File: src/rtl/vga_ram_pkg.sv
// rtl/vga_ram_pkg.sv - shared encodings and default widths for the VGA frame RAM arbiter
package vga_ram_pkg;

    localparam int DEF_DATA_WIDTH    = 8;
    localparam int DEF_ADDRESS_WIDTH = 8;
    localparam int DEF_WBUF_DEPTH    = 4;
    localparam int DEF_STALL_LIMIT   = 16;

    typedef enum logic [1:0] {
        IDLE     = 2'd0,
        RD_WAIT  = 2'd1,
        RD_ISSUE = 2'd2,
        RD_DATA  = 2'd3
    } rd_state_t;

    typedef enum logic [1:0] {
        NONE = 2'd0,
        DISP = 2'd1,
        WBUF = 2'd2,
        CRD  = 2'd3
    } owner_t;

endpackage

File: src/rtl/vga_wbuf_fifo.sv
// rtl/vga_wbuf_fifo.sv - synchronous FIFO holding posted CPU writes {addr, data}
module vga_wbuf_fifo #(
    parameter int WIDTH = 16,
    parameter int DEPTH = 4
) (
    input  logic             clk,
    input  logic             reset,
    input  logic             push,
    input  logic [WIDTH-1:0] push_data,
    input  logic             pop,
    output logic             full,
    output logic             empty,
    output logic [WIDTH-1:0] head
);

    localparam int PW = $clog2(DEPTH);

    logic [WIDTH-1:0] mem [DEPTH];
    logic [PW-1:0]    wr_ptr;
    logic [PW-1:0]    rd_ptr;
    logic [PW:0]      count;

    // Storage carries no reset; only the pointers define what is valid.
    always_ff @(posedge clk) begin
        if (push) begin
            mem[wr_ptr] <= push_data;
        end
    end

    always_ff @(posedge clk) begin
        if (reset) begin
            wr_ptr <= '0;
            rd_ptr <= '0;
            count  <= '0;
        end else begin
            if (push) begin
                wr_ptr <= wr_ptr + 1'b1;
            end
            if (pop) begin
                rd_ptr <= rd_ptr + 1'b1;
            end
            case ({push, pop})
                2'b10:   count <= count + 1'b1;
                2'b01:   count <= count - 1'b1;
                default: count <= count;
            endcase
        end
    end

    assign full  = (count == (PW+1)'(DEPTH));
    assign empty = (count == '0);
    assign head  = mem[rd_ptr];

endmodule

File: src/rtl/vga_ram_arbiter.sv
// rtl/vga_ram_arbiter.sv - shares one single-port frame RAM between display scanout and CPU
module vga_ram_arbiter
    import vga_ram_pkg::*;
#(
    parameter int DATA_WIDTH    = DEF_DATA_WIDTH,
    parameter int ADDRESS_WIDTH = DEF_ADDRESS_WIDTH,
    parameter int WBUF_DEPTH    = DEF_WBUF_DEPTH,
    parameter int STALL_LIMIT   = DEF_STALL_LIMIT
) (
    input  logic                     clk,
    input  logic                     reset,
    input  logic                     disp_req,
    input  logic [ADDRESS_WIDTH-1:0] disp_addr,
    output logic                     disp_valid,
    output logic [DATA_WIDTH-1:0]    disp_data,
    input  logic                     cpu_req,
    input  logic                     cpu_we,
    input  logic [ADDRESS_WIDTH-1:0] cpu_addr,
    input  logic [DATA_WIDTH-1:0]    cpu_wdata,
    output logic                     cpu_ready,
    output logic                     cpu_rvalid,
    output logic [DATA_WIDTH-1:0]    cpu_rdata,
    output logic                     disp_stalled,
    output logic                     ram_wEn,
    output logic [ADDRESS_WIDTH-1:0] ram_addr,
    output logic [DATA_WIDTH-1:0]    ram_dataIn,
    input  logic [DATA_WIDTH-1:0]    ram_dataOut
);

    localparam int SW = $clog2(STALL_LIMIT + 1);

    rd_state_t                state, state_next;
    owner_t                   grant;
    logic [SW-1:0]            stall_cnt;
    logic [ADDRESS_WIDTH-1:0] rd_addr;
    logic                     wbuf_full, wbuf_empty, wbuf_push, wbuf_pop;
    logic [ADDRESS_WIDTH-1:0] head_addr;
    logic [DATA_WIDTH-1:0]    head_data;
    logic                     cpu_work, forced;

    vga_wbuf_fifo #(
        .WIDTH (ADDRESS_WIDTH + DATA_WIDTH),
        .DEPTH (WBUF_DEPTH)
    ) u_wbuf (
        .clk       (clk),
        .reset     (reset),
        .push      (wbuf_push),
        .push_data ({cpu_addr, cpu_wdata}),
        .pop       (wbuf_pop),
        .full      (wbuf_full),
        .empty     (wbuf_empty),
        .head      ({head_addr, head_data})
    );

    assign cpu_work  = !wbuf_empty || (state != IDLE);
    // A forced slot is only taken when there is something the CPU side can issue now.
    assign forced    = !reset && (stall_cnt == SW'(STALL_LIMIT))
                       && ((state == RD_ISSUE) || !wbuf_empty);
    assign cpu_ready = !reset && cpu_req && (state == IDLE) && (!cpu_we || !wbuf_full);
    assign wbuf_push = cpu_ready && cpu_we;
    assign wbuf_pop  = (grant == WBUF);

    always_comb begin
        grant = NONE;
        if (!reset) begin
            if (forced) begin
                grant = (state == RD_ISSUE) ? CRD : WBUF;
            end else if (disp_req) begin
                grant = DISP;
            end else if (state == RD_ISSUE) begin
                grant = CRD;
            end else if (!wbuf_empty) begin
                grant = WBUF;
            end
        end
    end

    always_comb begin
        ram_wEn    = 1'b0;
        ram_addr   = disp_addr;
        ram_dataIn = head_data;
        case (grant)
            WBUF: begin
                ram_wEn  = 1'b1;
                ram_addr = head_addr;
            end
            CRD:     ram_addr = rd_addr;
            default: ram_addr = disp_addr;
        endcase
    end

    always_comb begin
        state_next = state;
        case (state)
            IDLE:     if (cpu_ready && !cpu_we) state_next = RD_WAIT;
            RD_WAIT:  if (wbuf_empty) state_next = RD_ISSUE;
            RD_ISSUE: if (grant == CRD) state_next = RD_DATA;
            RD_DATA:  state_next = IDLE;
            default:  state_next = IDLE;
        endcase
    end

    always_ff @(posedge clk) begin
        if (reset) begin
            state      <= IDLE;
            stall_cnt  <= '0;
            rd_addr    <= '0;
            disp_valid <= 1'b0;
            cpu_rvalid <= 1'b0;
            cpu_rdata  <= '0;
        end else begin
            state      <= state_next;
            disp_valid <= (grant == DISP);
            cpu_rvalid <= (state == RD_DATA);
            if (state == RD_DATA) begin
                cpu_rdata <= ram_dataOut;
            end
            if (cpu_ready && !cpu_we) begin
                rd_addr <= cpu_addr;
            end
            if ((grant == WBUF) || (grant == CRD) || !cpu_work) begin
                stall_cnt <= '0;
            end else if ((grant == DISP) && (stall_cnt != SW'(STALL_LIMIT))) begin
                stall_cnt <= stall_cnt + 1'b1;
            end
        end
    end

    assign disp_data    = ram_dataOut;
    assign disp_stalled = forced && disp_req;

endmodule

File: config.mk
export PLATFORM = sky130hd
export DESIGN_NAME = vga_ram_arbiter
export DESIGN_NICKNAME = d
export VERILOG_FILES = /design/src/rtl/vga_ram_pkg.sv /design/src/rtl/vga_wbuf_fifo.sv /design/src/rtl/vga_ram_arbiter.sv
export SDC_FILE = /design/constraint.sdc
export NUM_CORES = 1
export LEC_CHECK = 0
export BUFFER_PORTS_ARGS = -buffer_cell sky130_fd_sc_hd__buf_4
export CORE_MARGIN = 10
export CORE_UTILIZATION = 44
export CTS_BUF_LIST = sky130_fd_sc_hd__clkbuf_4
export CTS_CLUSTER_DIAMETER = 40
export DETAILED_ROUTE_END_ITERATION = 10
export PLACE_DENSITY_LB_ADDON = 0.1
export SYNTH_ARGS = -nofsm -noshare
export SYNTH_HDL_FRONTEND = slang
export SYNTH_HIERARCHICAL = 1
export SYNTH_SLANG_ARGS = --single-unit
File: constraint.sdc
create_clock -name clk -period 4.2 [get_ports clk]
set_input_delay 0.21 -clock clk [delete_from_list [all_inputs] [get_ports clk]]
set_output_delay 0.21 -clock clk [all_outputs]
set_load 0.1 [all_outputs]
Yosys cells after proc, flatten, opt, wreduce, memory -nomap -nowiden
Memories as Yosys holds them, arrays and structs flattened. A register that Yosys moved wholly into a read port is not among the register bits.
Index checks and enable logic that the tools add are counted.
- bits in registers: 32
- bits in writable memories: 64
- input bits: 37
- output and inout port bits: 37
- word-level logic and storage cells: 71
- memories: 1
- $add $sub $neg: 5
- equality and inequality tests: 14
- mux-type cells: 17
- reduce and logical (&&, ||, !) cells: 25
- memories (memory ; depth ; bits a word ; rd ports ; clocked after Yosys merged registers in ; wr ports ; RTL line ; source):
    u_wbuf.mem ; 4 ; 16 ; 1 ; 1 ; 1 ; vga_wbuf_fifo.sv:18 ; logic [WIDTH-1:0] mem [DEPTH];
- operators by type and width (operator ; count):
    two-way mux 2 bit ; 10
    one-hot mux 8 bit (2 select lines) ; 1
    equality test 2 bit (second input constant) ; 5
    logical AND 1 bit ; 9
    one-hot mux 2 bit (4 select lines) ; 1
    equality test 2 x 1 -> 1 bit (second input constant) ; 3
    one-hot mux 3 bit (2 select lines) ; 1
    adder 5 x 1 -> 5 bit (second input constant) ; 1
    equality test 5 bit (second input constant) ; 1
    logical NOT 1 bit ; 5
    logical OR 1 bit ; 5
    != test 5 bit (second input constant) ; 1
    adder 2 x 1 -> 2 bit (second input constant) ; 2
    two-way mux 1 bit ; 4
    != test 2 x 1 -> 1 bit (second input constant) ; 2
    nonzero test 2 bit ; 2
    adder 3 x 1 -> 3 bit (second input constant) ; 1
    equality test 3 bit (second input constant) ; 1
    logical NOT 3 bit ; 1
    AND reduction 3 bit ; 1
    subtractor 3 x 1 -> 3 bit (second input constant) ; 1
    logical NOT 2 bit ; 1
    != test 2 bit (second input constant) ; 1
    OR reduction 2 bit ; 1

Longest topological paths before layout
- depth after elaboration: 10
- mapped depth: 12
- gate-level depth less buffers: 12

Cells and area by module
The synthesis kept the hierarchy.
- by module, submodules not included (module ; instances ; cells an instance ; area an instance (um^2) ; sequential area each (um^2)):
    vga_wbuf_fifo ; 1 ; 131 ; 2780.2 ; 2102.0
    vga_ram_arbiter ; 1 ; 156 ; 1356.3 ; 500.5

Least setup slack after synthesis
No wires, ideal clock.
- path type: flip-flop to flip-flop
- start point: register stall_cnt[0]
- end point: register u_wbuf.count[2]
- setup time: 0.070 ns
- arrival time: 4.071 ns
- data required time: 4.130 ns
- setup slack: 0.059 ns
- cell stages (with the launch flop): 13
- buffers on the path: 1
- clock period less this slack: 4.141 ns
- cell sequence: dfxtp_1 > inv_1 > ha_1 > nand4bb_1 > clkbuf_2 > a211oi_4 > nor2b_1 > ha_1 > inv_1 > fa_1 > xor2_1 > or3_1 > a21oi_1
- word-level cells in the longest chain between the ends: 8
- elaborated cells on any way between the ends: 10
- those cells by class: eq/ne: 4; mux: 3; reduce/logical: 3
- RTL lines (what ; RTL line ; source):
    start, declared ; vga_ram_arbiter.sv:34 ; logic [SW-1:0] stall_cnt;
    start signal, assigned ; vga_ram_arbiter.sv:124 ; stall_cnt <= stall_cnt + 1'b1;
    equality test 5 bit (*) ; vga_ram_arbiter.sv:57 ; assign forced = !reset && (stall_cnt == SW'(STALL_LIMIT))
    logical AND 1 bit (*) ; vga_ram_arbiter.sv:57 ;
    logical AND 1 bit (*) ; vga_ram_arbiter.sv:58 ; && ((state == RD_ISSUE) || !wbuf_empty);
    two-way mux 2 bit (*) ; vga_ram_arbiter.sv:66 ; if (forced) begin
    two-way mux 2 bit (*) ; vga_ram_arbiter.sv:65 ; if (!reset) begin
    equality test 2 bit (*) ; vga_ram_arbiter.sv:61 ; assign wbuf_pop = (grant == WBUF);
    equality test 2 x 1 -> 1 bit / equality test 2 bit (equally long branches) ; vga_wbuf_fifo.sv:42 ; case ({push, pop})
    one-hot mux 3 bit (2 select lines) / nonzero test 2 bit (equally long branches) ; - ;
    end signal, assigned ; vga_wbuf_fifo.sv:43 ; 2'b10: count <= count + 1'b1;
    end signal, assigned ; vga_wbuf_fifo.sv:44 ; 2'b01: count <= count - 1'b1;
    end signal, assigned ; vga_wbuf_fifo.sv:45 ; default: count <= count;
    end, declared ; vga_wbuf_fifo.sv:21 ; logic [PW:0] count;
Mark *: on every way between the ends. The rest lies on a longest branch, timed or not.
A chain may end at the register's enable or synchronous reset.

Final worst setup path
- start point: register state[0]
- end point: register u_wbuf.count[2]
- word-level cells in the longest chain between the ends: 8
- elaborated cells on any way between the ends: 17
- those cells by class: eq/ne: 4; mux: 6; reduce/logical: 7
- RTL lines (what ; RTL line ; source):
    start, declared ; vga_ram_arbiter.sv:32 ; rd_state_t state, state_next;
    start signal, assigned ; vga_ram_arbiter.sv:112 ; state <= state_next;
    equality test 2 bit ; vga_ram_arbiter.sv:58, vga_ram_arbiter.sv:67, vga_ram_arbiter.sv:70 ;
    two-way mux 2 bit / logical OR 1 bit (equally long branches) ; vga_ram_arbiter.sv:70, vga_ram_arbiter.sv:58 ;
    two-way mux 2 bit / logical AND 1 bit (equally long branches) ; vga_ram_arbiter.sv:68, vga_ram_arbiter.sv:58 ;
    two-way mux 2 bit ; vga_ram_arbiter.sv:66 ;
    two-way mux 2 bit ; vga_ram_arbiter.sv:65 ;
    equality test 2 bit ; vga_ram_arbiter.sv:61 ;
    equality test 2 x 1 -> 1 bit / equality test 2 bit (equally long branches) ; vga_wbuf_fifo.sv:42 ;
    one-hot mux 3 bit (2 select lines) / nonzero test 2 bit (equally long branches) ; - ;
Several ways; a longest one is shown, not always the timed one.

==> implementation parameters <==
Parameter                              Value

Global route
  First-pass GRT wire length    12500 um
  Total congestion overflow after global routing    0
  Number of antenna violations at the first check in global routing    0
  Maximum number of pins on one net before global-route repair    36
  Total routing usage reported by global routing    around an eighth
  Vias in the first global route    around 2400

Cells and area
  Fraction of final layout cells with drive strength greater than 1    27.1%
  Layout Cell Area excl Fill    0.00500 mm2
  Share of the core filled with cells in the final layout    between 50 and 60%
  # diodes    0
  Net count of the finished layout    421
  Most common library cell in the layout ignoring fill and taps    buf_4
  Synthesis-to-layout area growth    20.9%
  Commonest non-fill, non-tap cells in the layout    buf_4, edfxtp_1, dfxtp_1

Timing
  Worst Hold Slack    approximately 0.027 ns
  Max transition margin    a little over a third
  Least-Margin Pin Slew    between 0.9 and 1 ns
  Max Slew Vio Count    0
  Achievable frequency    around 300 MHz
  Final hold violation count    0
  RSZ-0062 raised after global routing    no
  Setup TNS    0 ns
  Number of setup violations in the final report    0
  Final Critical Period    3.33 ns
  Final worst clock skew    0.0237 ns
  Final worst-path cycle share    approximately 80%

Synth
  Synth Area in Adders    between 4 and 5%
  Biggest area consumer among synthesized cells    edfxtp_1
  Yosys reg bits    98
  Avg Synthesized Cell Area    between 10 and 15 um2
  Portion of netlist area occupied by mux cells    about an eighth
  Mapped Area    ~0.0041 mm2
  Share of the synthesized area in the top cell type    between 40% and 50%
  Xor/xnor cell area share of the yosys netlist    ~1.9%
  Number of enable flip-flop cells after synthesis    64
  Largest family of logic cells by synthesized area    multiplexers
  Register area share after synthesis    a little over three fifths
  Number of nets produced by synthesis    roughly 340
  Dominant register cell in the synthesized netlist    edfxtp_1
  Async set-or-reset flop fraction in the synthesized netlist    0%
  Count of yosys warnings during synthesis    6
  Cell types occupying the most area after synthesis    edfxtp_1, dfxtp_1, mux4_2
  Synthesized-area fraction occupied by ao, oa, aoi and oai cells    between 4 and 5%
  Synth Instances    287
  Synthesized-area fraction occupied by and/or/nand/nor cells    just under 9%
  Number of different library cells in the post-synthesis netlist    38

Floorplanning
  Effective utilization at floorplan    between 40 and 50%
  Die Span X    roughly 120 um
  Area of the placeable core    just over 0.009 mm2
  Die Outline Area    roughly 0.014 mm2
  Ports placed on the boundary    74
  FP Rows    35
  Die Span Y    between 100 and 150 um

CTS
  Number of clock sinks    a little under 100
  Number of levels the H-tree was split into    3
  Total of cells resized after clock tree synthesis    0
  Hold_buf cts    19
  Number of buffers between clock root and the deepest sink    2
  Cell at the root of the clock tree    clkbuf_4
  Reg clk slew, reported paths    0.17 ns
  TritonCTS buffer count    9
  Post-CTS setup repair buffer count    0
  Clock latency reported for the late side of the worst-skew pair    approximately 0.44 ns
  TritonCTS clock tree    done

Setup path
  Endpoint type of the worst setup path    flop
  Arrival time at the worst endpoint    ~3.7 ns
  Length in cells of the worst reg-to-reg path    11
  Category of the worst setup path launch point    flop
  Biggest fanout along the worst timing path    13
  CP required    about 4.6 ns
  Category of the most critical setup path    reg2reg

Drt
  Post-detailed-route count of antenna-violating nets    0
  Aggregate routed wire length    approximately 8000 um
  Detail-routed via count per cell    a little under 5
  Total number of vias    between 2000 and 2500
  Starting DRC count in detailed routing    96
  Number of detailed-route iterations in the first pass    4
  DRC errors left    0
  Final routed wire length divided by cell count    roughly 16 um

Power and ir drop
  Worst IR drop on VDD    between 0.15 and 0.2 mV
  Total power density per cell area    ~460 mW/mm2
  Power, Total    between 2 and 2.5 mW
  Leakage power of the design    roughly 1.8 nW

Min path
  Path category of the worst min-delay check    in2reg
  Cell count of the worst hold path    3

Status
  Result of the run    completed

Place
  Placed cell area    about 0.0047 mm2
  Port buffer count    73
  Weighted congestion reported at the end of routability-driven placement    0.748
  DP Wirelength    roughly 5400 um

Job
  Maxcap violations    0
layer usage:
metal,vias to the layer above,wire [um],GRT usage [%]
met3,8,332,2.65
met5,-,0,0
li1,1205,-,-
met1,1128,3660,16.2
met4,0,88,4.70
met2,38,3920,18.2
path summary, 6_finish.rpt:
check | startpoint | endpoint | slack (ns)
max | state[0]$_SDFFE_PP0P_ | u_wbuf/count[2]$_SDFFE_PP0P_ | 0.87
min | ram_dataOut[3] | cpu_rdata[3]$_SDFFE_PP0P_ | 0.03
max reg2reg | state[0]$_SDFFE_PP0P_ | u_wbuf/count[2]$_SDFFE_PP0P_ | 0.87
min reg2reg | rd_addr[2]$_SDFFE_PP0P_ | rd_addr[2]$_SDFFE_PP0P_ | 0.49
synthesized netlist by cell type, drive strengths merged, types with 2 or more instances:
cell type	n
a211oi	2
a21oi	14
and2	7
buf	14
clkbuf	7
dfxtp	34
edfxtp	64
ha	12
inv	11
mux2i	17
mux4	16
nand2	9
nand2b	9
nand3	2
nand4	2
nor2	33
nor2b	3
nor3	2
o21ai	9
xnor2	3
xor2	6
registers in the layout, indices dropped and copies added (netlist names), named ones only:
signal / cells
u_wbuf/mem: 64
cpu_rdata: 8
rd_addr: 8
stall_cnt: 5
u_wbuf/count: 3
state: 2
u_wbuf/rd_ptr: 2
u_wbuf/wr_ptr: 2
cpu_rvalid: 1
disp_valid: 1
report_power, final:
part | total, mW | switching [mW] | leakage [nW] | internal [mW]
registers | 1.12 | 0.0399 | 0.853 | 1.08
logic | 0.729 | 0.505 | 0.886 | 0.224
clock network | 0.459 | 0.326 | 0.0683 | 0.132
stage by stage:
stage,instances,setup WS (ns)
floorplan,287,0.0593
global placement,452,1.06
detailed placement,452,0.928
CTS,487,0.859
global route,487,0.588
finish,487,0.874
cell type report:
type | instances | area [um2]
Inverter | 11 | 41.3
Sequential cell | 98 | 2600
Clock buffer | 9 | 67.6
Timing Repair Buffer | 94 | 753
Multi-Input combinational cell | 157 | 1340
Fill cell | 782 | 4190
Tap cell | 111 | 139
Clock inverter | 7 | 57.6
kinds of logic (layout without fill, tap and decap cells):
| family | after synthesis | count (layout) |
|---|---|---|
| muxes | 33 | 33 |
| DFF | 98 | 98 |
| adders and majority gates | 13 | 13 |
| buffers and inverters | 32 | 121 |
| and+or+nand+nor | 74 | 74 |
| AOI/OAI and AO/OA | 28 | 28 |
| xor gates and xnor gates | 9 | 9 |
worst max-delay path, stage by stage (launching register included):
cell,delay (ns)
dfxtp_1,0.38
inv_1,0.11
ha_1,0.63
nor2b_1,0.22
a211oi_4,0.28
nor2b_1,0.34
ha_1,0.26
inv_1,0.06
fa_1,0.37
xor2_1,0.15
or3_1,0.31
a21oi_1,0.14
No activity file was read; power rests on OpenSTA's default activity.
